$ cat src/rtl/adc_log_ctrl.sv
`default_nettype none
// +--------------------------------------------------------------------------+
// | adc_log_ctrl: starts the ADC sequencer, box-car averages its samples      |
// | into a circular RAM log, and restarts the sequencer when samples stall.   |
// | Revision: 1.0                                                             |
// +--------------------------------------------------------------------------+
module adc_log_ctrl #(
    parameter int AVG_LOG2 = 2,
    parameter int ADDR_W   = 3,
    parameter int TIMEOUT  = 16
) (
    input  logic              clk,
    input  logic              rst,
    input  logic              pll_locked,
    input  logic              enable,
    input  logic              adc_valid,
    input  logic [11:0]       adc_data,
    output logic              csr_write,
    output logic              csr_address,
    output logic [31:0]       csr_writedata,
    output logic              ram_wren,
    output logic [ADDR_W-1:0] ram_addr,
    output logic [11:0]       ram_data,
    output logic [11:0]       avg_out,
    output logic              avg_valid,
    output logic              wrapped,
    output logic [7:0]        restart_cnt
);

    localparam int ACC_W = 12 + AVG_LOG2;
    localparam int CNT_W = AVG_LOG2 + 1;
    localparam int TMR_W = $clog2(TIMEOUT + 1);
    localparam logic [CNT_W-1:0] N_LAST   = CNT_W'((1 << AVG_LOG2) - 1);
    localparam logic [TMR_W-1:0] TMR_LAST = TMR_W'(TIMEOUT - 1);

    typedef enum logic [2:0] {
        S_IDLE  = 3'd0,
        S_CFG   = 3'd1,
        S_RUN   = 3'd2,
        S_WRITE = 3'd3,
        S_STOP  = 3'd4
    } state_t;

    state_t             state_q, state_d;
    logic [ACC_W-1:0]   acc_q, acc_d;
    logic [CNT_W-1:0]   cnt_q, cnt_d;
    logic [TMR_W-1:0]   tmr_q, tmr_d;
    logic [ADDR_W-1:0]  ptr_q, ptr_d;
    logic               wrapped_q, wrapped_d;
    logic [11:0]        avg_q, avg_d;
    logic               tocause_q, tocause_d;
    logic [7:0]         rcnt_q, rcnt_d;

    logic [ACC_W-1:0]   sum;
    logic [11:0]        sum_avg;
    logic               run_ok;

    assign sum     = acc_q + ACC_W'(adc_data);
    assign sum_avg = sum[ACC_W-1:AVG_LOG2];
    assign run_ok  = pll_locked & enable;

    always_comb begin
        state_d   = state_q;
        acc_d     = acc_q;
        cnt_d     = cnt_q;
        tmr_d     = tmr_q;
        ptr_d     = ptr_q;
        wrapped_d = wrapped_q;
        avg_d     = avg_q;
        tocause_d = tocause_q;
        rcnt_d    = rcnt_q;
        case (state_q)
            S_IDLE: begin
                if (run_ok) state_d = S_CFG;
            end
            S_CFG: begin
                acc_d   = '0;
                cnt_d   = '0;
                tmr_d   = '0;
                state_d = S_RUN;
            end
            S_RUN: begin
                // Loss of run conditions outranks a completing sample.
                if (!run_ok) begin
                    acc_d     = '0;
                    cnt_d     = '0;
                    tocause_d = 1'b0;
                    state_d   = S_STOP;
                end else if (adc_valid) begin
                    tmr_d = '0;
                    if (cnt_q == N_LAST) begin
                        avg_d   = sum_avg;
                        acc_d   = '0;
                        cnt_d   = '0;
                        state_d = S_WRITE;
                    end else begin
                        acc_d = sum;
                        cnt_d = cnt_q + CNT_W'(1);
                    end
                end else if (tmr_q == TMR_LAST) begin
                    tocause_d = 1'b1;
                    state_d   = S_STOP;
                end else begin
                    tmr_d = tmr_q + TMR_W'(1);
                end
            end
            S_WRITE: begin
                ptr_d   = ptr_q + ADDR_W'(1);
                tmr_d   = '0;
                state_d = S_RUN;
                if (&ptr_q) wrapped_d = 1'b1;
                // A sample landing in the write cycle opens the next window;
                // with a single-sample window it completes that window at once.
                if (adc_valid) begin
                    if (N_LAST == '0) begin
                        avg_d   = sum_avg;
                        state_d = S_WRITE;
                    end else begin
                        acc_d = sum;
                        cnt_d = CNT_W'(1);
                    end
                end
            end
            S_STOP: begin
                if (tocause_q && rcnt_q != 8'hFF) rcnt_d = rcnt_q + 8'd1;
                tocause_d = 1'b0;
                state_d   = S_IDLE;
            end
            default: state_d = S_IDLE;
        endcase
    end

    always_ff @(posedge clk or negedge rst) begin
        if (!rst) begin
            state_q   <= S_IDLE;
            acc_q     <= '0;
            cnt_q     <= '0;
            tmr_q     <= '0;
            ptr_q     <= '0;
            wrapped_q <= 1'b0;
            avg_q     <= '0;
            tocause_q <= 1'b0;
            rcnt_q    <= '0;
        end else begin
            state_q   <= state_d;
            acc_q     <= acc_d;
            cnt_q     <= cnt_d;
            tmr_q     <= tmr_d;
            ptr_q     <= ptr_d;
            wrapped_q <= wrapped_d;
            avg_q     <= avg_d;
            tocause_q <= tocause_d;
            rcnt_q    <= rcnt_d;
        end
    end

    assign csr_write     = (state_q == S_CFG) || (state_q == S_STOP);
    assign csr_address   = 1'b0;
    assign csr_writedata = (state_q == S_CFG) ? 32'h0000_0003 : 32'h0;
    assign ram_wren      = (state_q == S_WRITE);
    assign ram_addr      = ptr_q;
    assign ram_data      = avg_q;
    assign avg_out       = avg_q;
    assign avg_valid     = (state_q == S_WRITE);
    assign wrapped       = wrapped_q;
    assign restart_cnt   = rcnt_q;

endmodule
`default_nettype wire

$ cat config.mk
export PLATFORM = sky130hd
export DESIGN_NAME = adc_log_ctrl
export DESIGN_NICKNAME = d
export VERILOG_FILES = /design/src/rtl/adc_log_ctrl.sv
export SDC_FILE = /design/constraint.sdc
export NUM_CORES = 1
export LEC_CHECK = 0
export CORE_MARGIN = 2
export CORE_UTILIZATION = 38
export CTS_CLUSTER_DIAMETER = 200
export DETAILED_ROUTE_END_ITERATION = 6
export PLACE_DENSITY = 0.7
export SYNTH_ARGS = -nofsm -noshare
export SYNTH_HDL_FRONTEND = slang
export SYNTH_SLANG_ARGS = --single-unit
$ cat constraint.sdc
create_clock -name clk -period 3 [get_ports clk]
set_input_delay 0.3 -clock clk [delete_from_list [all_inputs] [get_ports clk]]
set_output_delay 0.3 -clock clk [all_outputs]
set_load 0.01 [all_outputs]
==> flow_summary.toml, run 1 <==
[outcome]
outcome = "complete, no violations"

[floorplan]
initial_utilization = 0.385
num_io_pins = 89
core.rowCount = 33
coreArea_sq_um = 8090
die_w_microns = 94.6
dieArea_sq_um = 8940
die_h_microns = 94.6

[power]
switchingPower_mw = 0.518
power_per_cell_area_nw_per_um2 = 457
clock_power_share = 0.289
swShare = 0.308
leakagePower_nw = 1.69
peakVddDrop_mv = 0.201
combPwrFrac = 0.247
p_seq_frac = 0.464
cellInternalPower_mw = 1.16

[finish]
num_antenna_cells = 0
fin_area_sq_um = 3680
postLayoutCoreUtil = 0.455
layout_common_cells = "clkdlybuf4s50_1, dfrtp_1, conb_1"
final_layout_size_suffix_gt1_frac = 0.0812
num-nets-final = 391
final_common_cell = "clkdlybuf4s50_1"
area_growth_pct = 18.1

[clock_tree]
clkLatencyLatePin_ps = 310
cts.repair.resized = 0
postCtsSetupBuffers = 0
clockRootBuffer = "clkbuf_8"
clockBufferDepth = 2
cts_hold_buffers = 1
cts_made_buffers = 5
cts.reportedPaths.clkPinSlew_ps = 90
clock_sinks = 50
cts_tree = "done"
htreeDepth = 2

[detailed_routing]
route.detailed.wl_per_inst_microns = 12.4
via_per_inst = 4.80
drc = 0
firstDrtPassIters = 4
dr.first_iter.drc_count = 44
drtAntennaViolNets = 0
vias = 2218
totalWireLength_microns = 5750

[worst_setup_path]
arrival_ps = 2170
startpoint_type = "flop"
r2r-start = "acc_q[0]"
r2r_setup_slack_ps = 720
path_max_fanout = 12
crit_type = "reg -> out"
cp.required_ps = 2700
reg2reg_depth = 9
rr_endpoint = "acc_q[12]"
end_kind = "output pin"

[logic_synthesis]
syn_area_per_cell_sq_um = 10.0
synth_top_area_cell = "dfrtp_1"
synth_top_area_share = 0.401
synth_compound_area_frac = 0.153
yosysWarnings = 0
synth_fa_ha_area_frac = 0.0747
ys.flop_type = "dfrtp_1"
ys_seq_area_frac = 0.401
synth_top_family_by_area = "compound AO/OA/AOI/OAI gates"
synth_edf_count = 0
yosys.area_share.simple = 0.126
synthTopCellsByArea = "dfrtp_1, buf_4, ha_1, xnor2_1, a22o_1"
syn_inst = 311
synth-xor-area-share = 0.0618
synth_mux_area_frac = 0.0405
ys_seq_elements = 50
ys_types = 57
synth.cell_area_sq_um = 3120
synthArstFlopShare = 1.00

[sta]
setup_ws_ps = 532
rsz0062_at_grt = "false"
min_period_over_period = 0.823
hold_slack_ps = 471
fmax_mhz = 405
slew-limit-headroom = 0.476
fin_setup_tns_ps = 0
hold_viol = 0
tightestPinTransition_ps = 786
finClkSkew_ps = 5.29
finalCriticalPeriod_ps = 2470
setup_violations = 0
drv_slew = 0

[placement]
dp_hpwl_microns = 4280
globalplace.congestion = 0.849
place_area_sq_um = 3560
post-place-ws_ps = 295
io_buffer_count = 57

[global_routing]
overflow = 0
grt_pass1_wl_microns = 9380
use_met3 = 0.0263
grt_pass1_vias = 2079
grtUsageMet2 = 0.220
gr-usage-met1 = 0.174
grt.total_usage = 0.132
antenna_found_initial = 0
busiest_layer = "met2"
grt_max_degree = 30

[flow_run]
cap_violations = 0

[hold_path]
hold_class = "in -> async"
worst max path at each step:
| stage | from | endpoint | slack, ps | cells after the start |
|---|---|---|---|---|
| after global placement | adc_data[0] | acc_q[12] | 380 | 10 |
| final | state_q[2] | avg_valid | 530 | 4 |
| after CTS | state_q[2] | avg_valid | 510 | 4 |
| after detailed placement | adc_data[0] | acc_q[12] | 290 | 10 |
| after global routing | state_q[2] | avg_valid | 400 | 4 |
| after floorplan | acc_q[0] | acc_q[12] | 960 | 9 |
critical path, stage by stage (launching register included):
cell	delay [ps]
dfrtp_1	540
nor2b_1	360
nand2_1	210
inv_1	180
clkdlybuf4s50_1	560
cell type report:
cell class	instances	area [sq um]
Inverter	15	56.3
Clock buffer	5	68.8
Multi-Input combinational cell	224	1540
Timing Repair Buffer	60	591
Clock inverter	3	45.0
Tap cell	105	131
Fill cell	794	4410
Sequential cell	50	1250
flip-flops by register name (all words and copies together), names as in the netlist:
signal       flops
avg_out         12
tocause_q        1
wrapped          1
acc_q           14
cnt_q            3
ram_addr         3
tmr_q            5
restart_cnt      8
state_q          3
Yosys cell counts, drive strengths merged, types with 6 or more instances:
master,n
buf,52
dfrtp,50
nand2,26
a21oi,20
ha,17
nor2,16
xnor2,16
inv,15
o21ai,15
a22o,12
mux2,10
nand3,8
xor2,6
metrics by stage:
| stage | instances | power [mW] |
|---|---|---|
| after global routing | 462 | 1.79 |
| after CTS | 462 | 1.70 |
| final | 462 | 1.68 |
| after floorplan | 341 | 1.11 |
| after global placement | 453 | 1.20 |
| after detailed placement | 453 | 1.21 |
logic make-up (layout without fill, tap and decap cells):
| family | count (synthesis) | after routing |
|---|---|---|
| simple gates | 76 | 76 |
| buf+inv | 67 | 83 |
| compound gates | 66 | 66 |
| flops | 50 | 50 |
| xor+xnor | 22 | 22 |
| fa+ha+maj | 18 | 18 |
| mux | 11 | 11 |
| other cells | 1 | 31 |
metal layers:
layer | part of all wire | vias to the layer above | routed length, microns
met5 | 0 | - | 0
met4 | 0.0071 | 0 | 41
met3 | 0.046 | 5 | 262
met2 | 0.50 | 64 | 2870
met1 | 0.45 | 1053 | 2580
li1 | - | 1096 | -
power by group through the flow:
stage | registers [mW] | clock network [mW] | logic (mW)
5_1_grt | 0.791 | 0.530 | 0.468
2_1_floorplan | 0.784 | 0 | 0.324
6_report | 0.781 | 0.487 | 0.415
4_1_cts | 0.782 | 0.503 | 0.418
3_3_place_gp | 0.794 | 0 | 0.407
3_5_place_dp | 0.795 | 0 | 0.414
No activity file was read; power rests on OpenSTA's default activity.
==> run 2, diff against run 1 <==
PLACE_DENSITY = 0.73   (was 0.7)
clock period = 1.99 ns   (was 3 ns; I/O delays follow)
==> flow_summary.toml, run 2 (same netlist as run 1, synthesis figures left out) <==
[outcome]
outcome = "finished, violations left"
violations = "negative setup slack"

[detailed_routing]
firstDrtPassIters = 4
vias = 2368
drtAntennaViolNets = 0
drc = 0
dr.first_iter.drc_count = 28
totalWireLength_microns = 6260
via_per_inst = 4.80
route.detailed.wl_per_inst_microns = 12.7

[hold_path]
hold_class = "in -> async"

[worst_setup_path]
r2r-start = "acc_q[0]"
cp.required_ps = 2230
r2r_setup_slack_ps = -30
path_max_fanout = 3
crit_type = "reg -> reg"
end_kind = "flop"
rr_endpoint = "avg_out[10]"
arrival_ps = 2260
startpoint_type = "flop"
reg2reg_depth = 9

[sta]
finalCriticalPeriod_ps = 2020
min_period_over_period = 1.02
drv_slew = 0
setup_ws_ps = -32.2
setup_violations = 3
hold_viol = 0
finClkSkew_ps = 7.94
fin_setup_tns_ps = -62.0
fmax_mhz = 495
rsz0062_at_grt = "true"

[global_routing]
grt_pass1_wl_microns = 10300
grt_pass1_vias = 2288
grt.total_usage = 0.144
antenna_found_initial = 0
grt_max_degree = 51
overflow = 0

[floorplan]
die_h_microns = 94.6
initial_utilization = 0.385
core.rowCount = 33
coreArea_sq_um = 8090
num_io_pins = 89
dieArea_sq_um = 8940
die_w_microns = 94.6

[finish]
layout_common_cells = "clkdlybuf4s50_1, dfrtp_1, conb_1"
largest_register = "acc_q"
fillerInstances = 745
stdcell_count = 493
final_common_cell = "clkdlybuf4s50_1"
num-nets-final = 422
postLayoutCoreUtil = 0.513
num_antenna_cells = 0
fin_area_sq_um = 4150
area_growth_pct = 33.1
largest_reg_flops = 14
final_layout_size_suffix_gt1_frac = 0.232

[placement]
globalplace.congestion = 0.803
io_buffer_count = 57
place_area_sq_um = 3780
dp_hpwl_microns = 4520
dpl.cell_count = 480

[clock_tree]
clockRootBuffer = "clkbuf_8"
cts_tree = "done"
clockBufferDepth = 2
htreeDepth = 2
clock_sinks = 50
clkLatencyLatePin_ps = 310
cts_made_buffers = 5
cts.reportedPaths.clkPinSlew_ps = 100

[power]
clock_power_share = 0.231
p_seq_frac = 0.448
switchingPower_mw = 0.855
cellInternalPower_mw = 1.77
leakagePower_nw = 1.94
power_per_cell_area_nw_per_um2 = 634
swShare = 0.325
peakVddDrop_mv = 0.350
finalPower_mw = 2.63
combPwrFrac = 0.321

[flow_run]
cap_violations = 0
-- run 2: cell types whose count changed in the layout (fill, tap and decap cells not counted), sizes merged --
| cell | previous run | this run |
|---|---|---|
| buf | 3 | 34 |
| clkdlybuf4s50 | 56 | 53 |
| dlymetal6s2s | 0 | 3 |
| bufinv | 1 | 0 |
| inv | 15 | 16 |
-- run 2: area by class of cell --
type	count	area [sq um]	area share
clock inverter	3	23.8	0.00573
multi-input combinational	224	1750	0.422
inverter	15	56.3	0.0136
sequential	50	1250	0.302
tap	105	131	0.0317
clock buffer	5	68.8	0.0166
timing repair buffer	91	863	0.208
-- run 2: power groups by stage --
stage | Sequential [mW] | Clock (mW) | Combinational [mW]
after floorplan | 1.18 | 0 | 0.489
after global placement | 1.19 | 0 | 0.700
after detailed placement | 1.20 | 0 | 0.722
after CTS | 1.18 | 0.631 | 0.778
after global routing | 1.19 | 0.685 | 0.931
final | 1.18 | 0.608 | 0.843
-- run 2: layer usage --
metal	track usage	part of all wire	up-vias
met3	0.0335	0.049	11
li1	-	-	1148
met4	0.0229	0.010	0
met5	0	0	-
met2	0.259	0.51	66
met1	0.179	0.43	1143
-- run 2: critical path, cell delays in order, from the launching register on --
cell and delay (ps):
dfrtp_1 370, ha_2 190, inv_2 40, fa_2 330, nand2b_4 160, a21oi_4 170, nor2_4 60, o311a_4 370
xor2_1 140, o21ai_1 120
-- run 2: repair_timing --
action | CTS | global route
hold endpoints to repair | 50 | 0
setup endpoints to repair | 17 | 24
pin swaps | 5 | 11
hold buffers | 1 | 0
gates resized for setup | 16 | 26
buffers inserted | 2 | 2
-- run 2: worst max-delay path by stage --
stage | slack (ps) | start | cells after the start | end
floorplan | 4 | acc_q[0] | 9 | acc_q[12]
detailed placement | -470 | adc_data[0] | 10 | acc_q[12]
finish | -30 | acc_q[0] | 9 | avg_out[10]
CTS | -20 | acc_q[0] | 10 | avg_out[11]
global route | -120 | acc_q[0] | 9 | acc_q[12]
global placement | -420 | adc_data[0] | 10 | acc_q[12]
-- run 2: stage by stage --
step | hold slack, ps | setup WS [ps]
floorplan | -96.6 | 4.40
global placement | 207 | -417
detailed placement | 212 | -474
CTS | 405 | -17.1
global route | 405 | -117
finish | 389 | -32.2
==> run 3, diff against run 2 <==
RECOVER_POWER = 50   (was not set)
SKIP_CTS_REPAIR_TIMING = 1   (was not set)
==> flow_summary.toml, run 3 (same netlist as run 1, synthesis figures left out) <==
[worst_setup_path]
crit_type = "reg -> reg"
cp_cell_sequence = "ha_2, inv_1, fa_2, nand2b_4, a21oi_4, nor2_4, o311a_4, a21oi_2, mux2i_1"
cpPeakStageDelay_ps = 370
cp.required_ps = 2180
cp_slowest_cell = "dfrtp_1"
path_max_fanout = 3
arrival_ps = 2230
path_buf_inv = 1
crit_family = "compound AO/OA/AOI/OAI gates"
startpoint_type = "flop"
end_kind = "flop"

[global_routing]
overflow = 0
grt_pass1_wl_microns = 10200
antenna_found_initial = 0
grt_pass1_vias = 2260
grt_max_degree = 51
grt.total_usage = 0.142

[placement]
dp_hpwl_microns = 4520
globalplace.congestion = 0.803
dpl.cell_count = 480
io_buffer_count = 57
post-place-ws_ps = -474

[sta]
hold_viol = 0
min_period_over_period = 1.02
fmax_mhz = 491
slew-limit-headroom = 0.193
tightestPinTransition_ps = 1210
setup_violations = 5
finalCriticalPeriod_ps = 2040
finClkSkew_ps = 8.87
rsz0062_at_grt = "true"
drv_slew = 0
setup_ws_ps = -48.0

[detailed_routing]
drc = 0
firstDrtPassIters = 4
dr.first_iter.drc_count = 35
via_per_inst = 4.76
route.detailed.wl_per_inst_microns = 12.9
vias = 2344
drtAntennaViolNets = 0
totalWireLength_microns = 6350

[outcome]
violations = "negative setup slack"
outcome = "finished, violations left"

[hold_path]
hold_class = "reg -> reg"

[floorplan]
core.rowCount = 33
num_io_pins = 89
initial_utilization = 0.385
coreArea_sq_um = 8090
die_w_microns = 94.6
die_h_microns = 94.6
dieArea_sq_um = 8940

[clock_tree]
clock_sinks = 50
cts_tree = "done"
cts.reportedPaths.clkPinSlew_ps = 100
htreeDepth = 2
clkLatencyLatePin_ps = 300
cts_made_buffers = 5
clockBufferDepth = 2
clockRootBuffer = "clkbuf_8"

[power]
peakVddDrop_mv = 0.346
leakagePower_nw = 1.96
power_per_cell_area_nw_per_um2 = 637

[finish]
final_layout_size_suffix_gt1_frac = 0.230
stdcell_count = 492
final_common_cell = "dfrtp_1"
ff_latch_area_sq_um = 1250
area_growth_pct = 32.4
largest_register = "acc_q"
largest_reg_flops = 14
num_antenna_cells = 0
layout_common_cells = "dfrtp_1, clkdlybuf4s50_1, conb_1"
num-nets-final = 421
fillerInstances = 743
multi_input_area_sq_um = 1750

[flow_run]
cap_violations = 0
## run 3: final timing paths
path	slack, ps	cells past startpoint	to	start
min in group asynchronous	740	3	restart_cnt[2]	rst
hold reg to reg	480	1	wrapped	wrapped
hold / removal	480	1	wrapped	wrapped
max in group asynchronous	450	3	state_q[0]	rst
setup reg to reg	-50	9	acc_q[12]	acc_q[0]
setup / recovery	-50	9	acc_q[12]	acc_q[0]
## run 3: cell type report
cell class / count / share of cell area
Multi-Input combinational cell: 224 / 0.425
Clock inverter: 3 / 0.00576
Inverter: 15 / 0.0136
Tap cell: 105 / 0.0318
Sequential cell: 50 / 0.303
Clock buffer: 5 / 0.0167
Timing Repair Buffer: 90 / 0.204
## run 3: power by group
group	internal [mW]	leakage [nW]	switching (mW)
sequential	1.10	0.688	0.0775
clock	0.252	0.0408	0.354
combinational	0.418	1.23	0.426
## run 3: stage by stage
stage | hold slack (ps) | cell area, sq um | power (mW) | util | TNS, ps
2_1_floorplan | -96.6 | 3230 | 1.67 | - | 0
3_3_place_gp | 207 | 3780 | 1.89 | 0.468 | -5410
3_5_place_dp | 212 | 3780 | 1.92 | 0.468 | -6260
4_1_cts | -130 | 3880 | 2.53 | 0.479 | -1880
5_1_grt | 492 | 4130 | 2.81 | 0.510 | -1050
6_report | 475 | 4130 | 2.63 | 0.510 | -143
## run 3: per-layer routing
layer,vias up,GRT usage,part of all wire
met5,-,0,0
met4,0,0.0229,0.0096
met3,9,0.0343,0.043
met2,56,0.252,0.52
met1,1136,0.179,0.43
li1,1143,-,-
## run 3: worst reg2reg max path: cells and delay by family, from the launching register on
| kind | cells | cell delay (ps) |
|---|---|---|
| adders and majority gates | 2 | 530 |
| AOI/OAI and AO/OA | 3 | 670 |
| buffers and inverters | 1 | 50 |
| DFF | 1 | 370 |
| and+or+nand+nor | 2 | 220 |
| muxes | 1 | 80 |
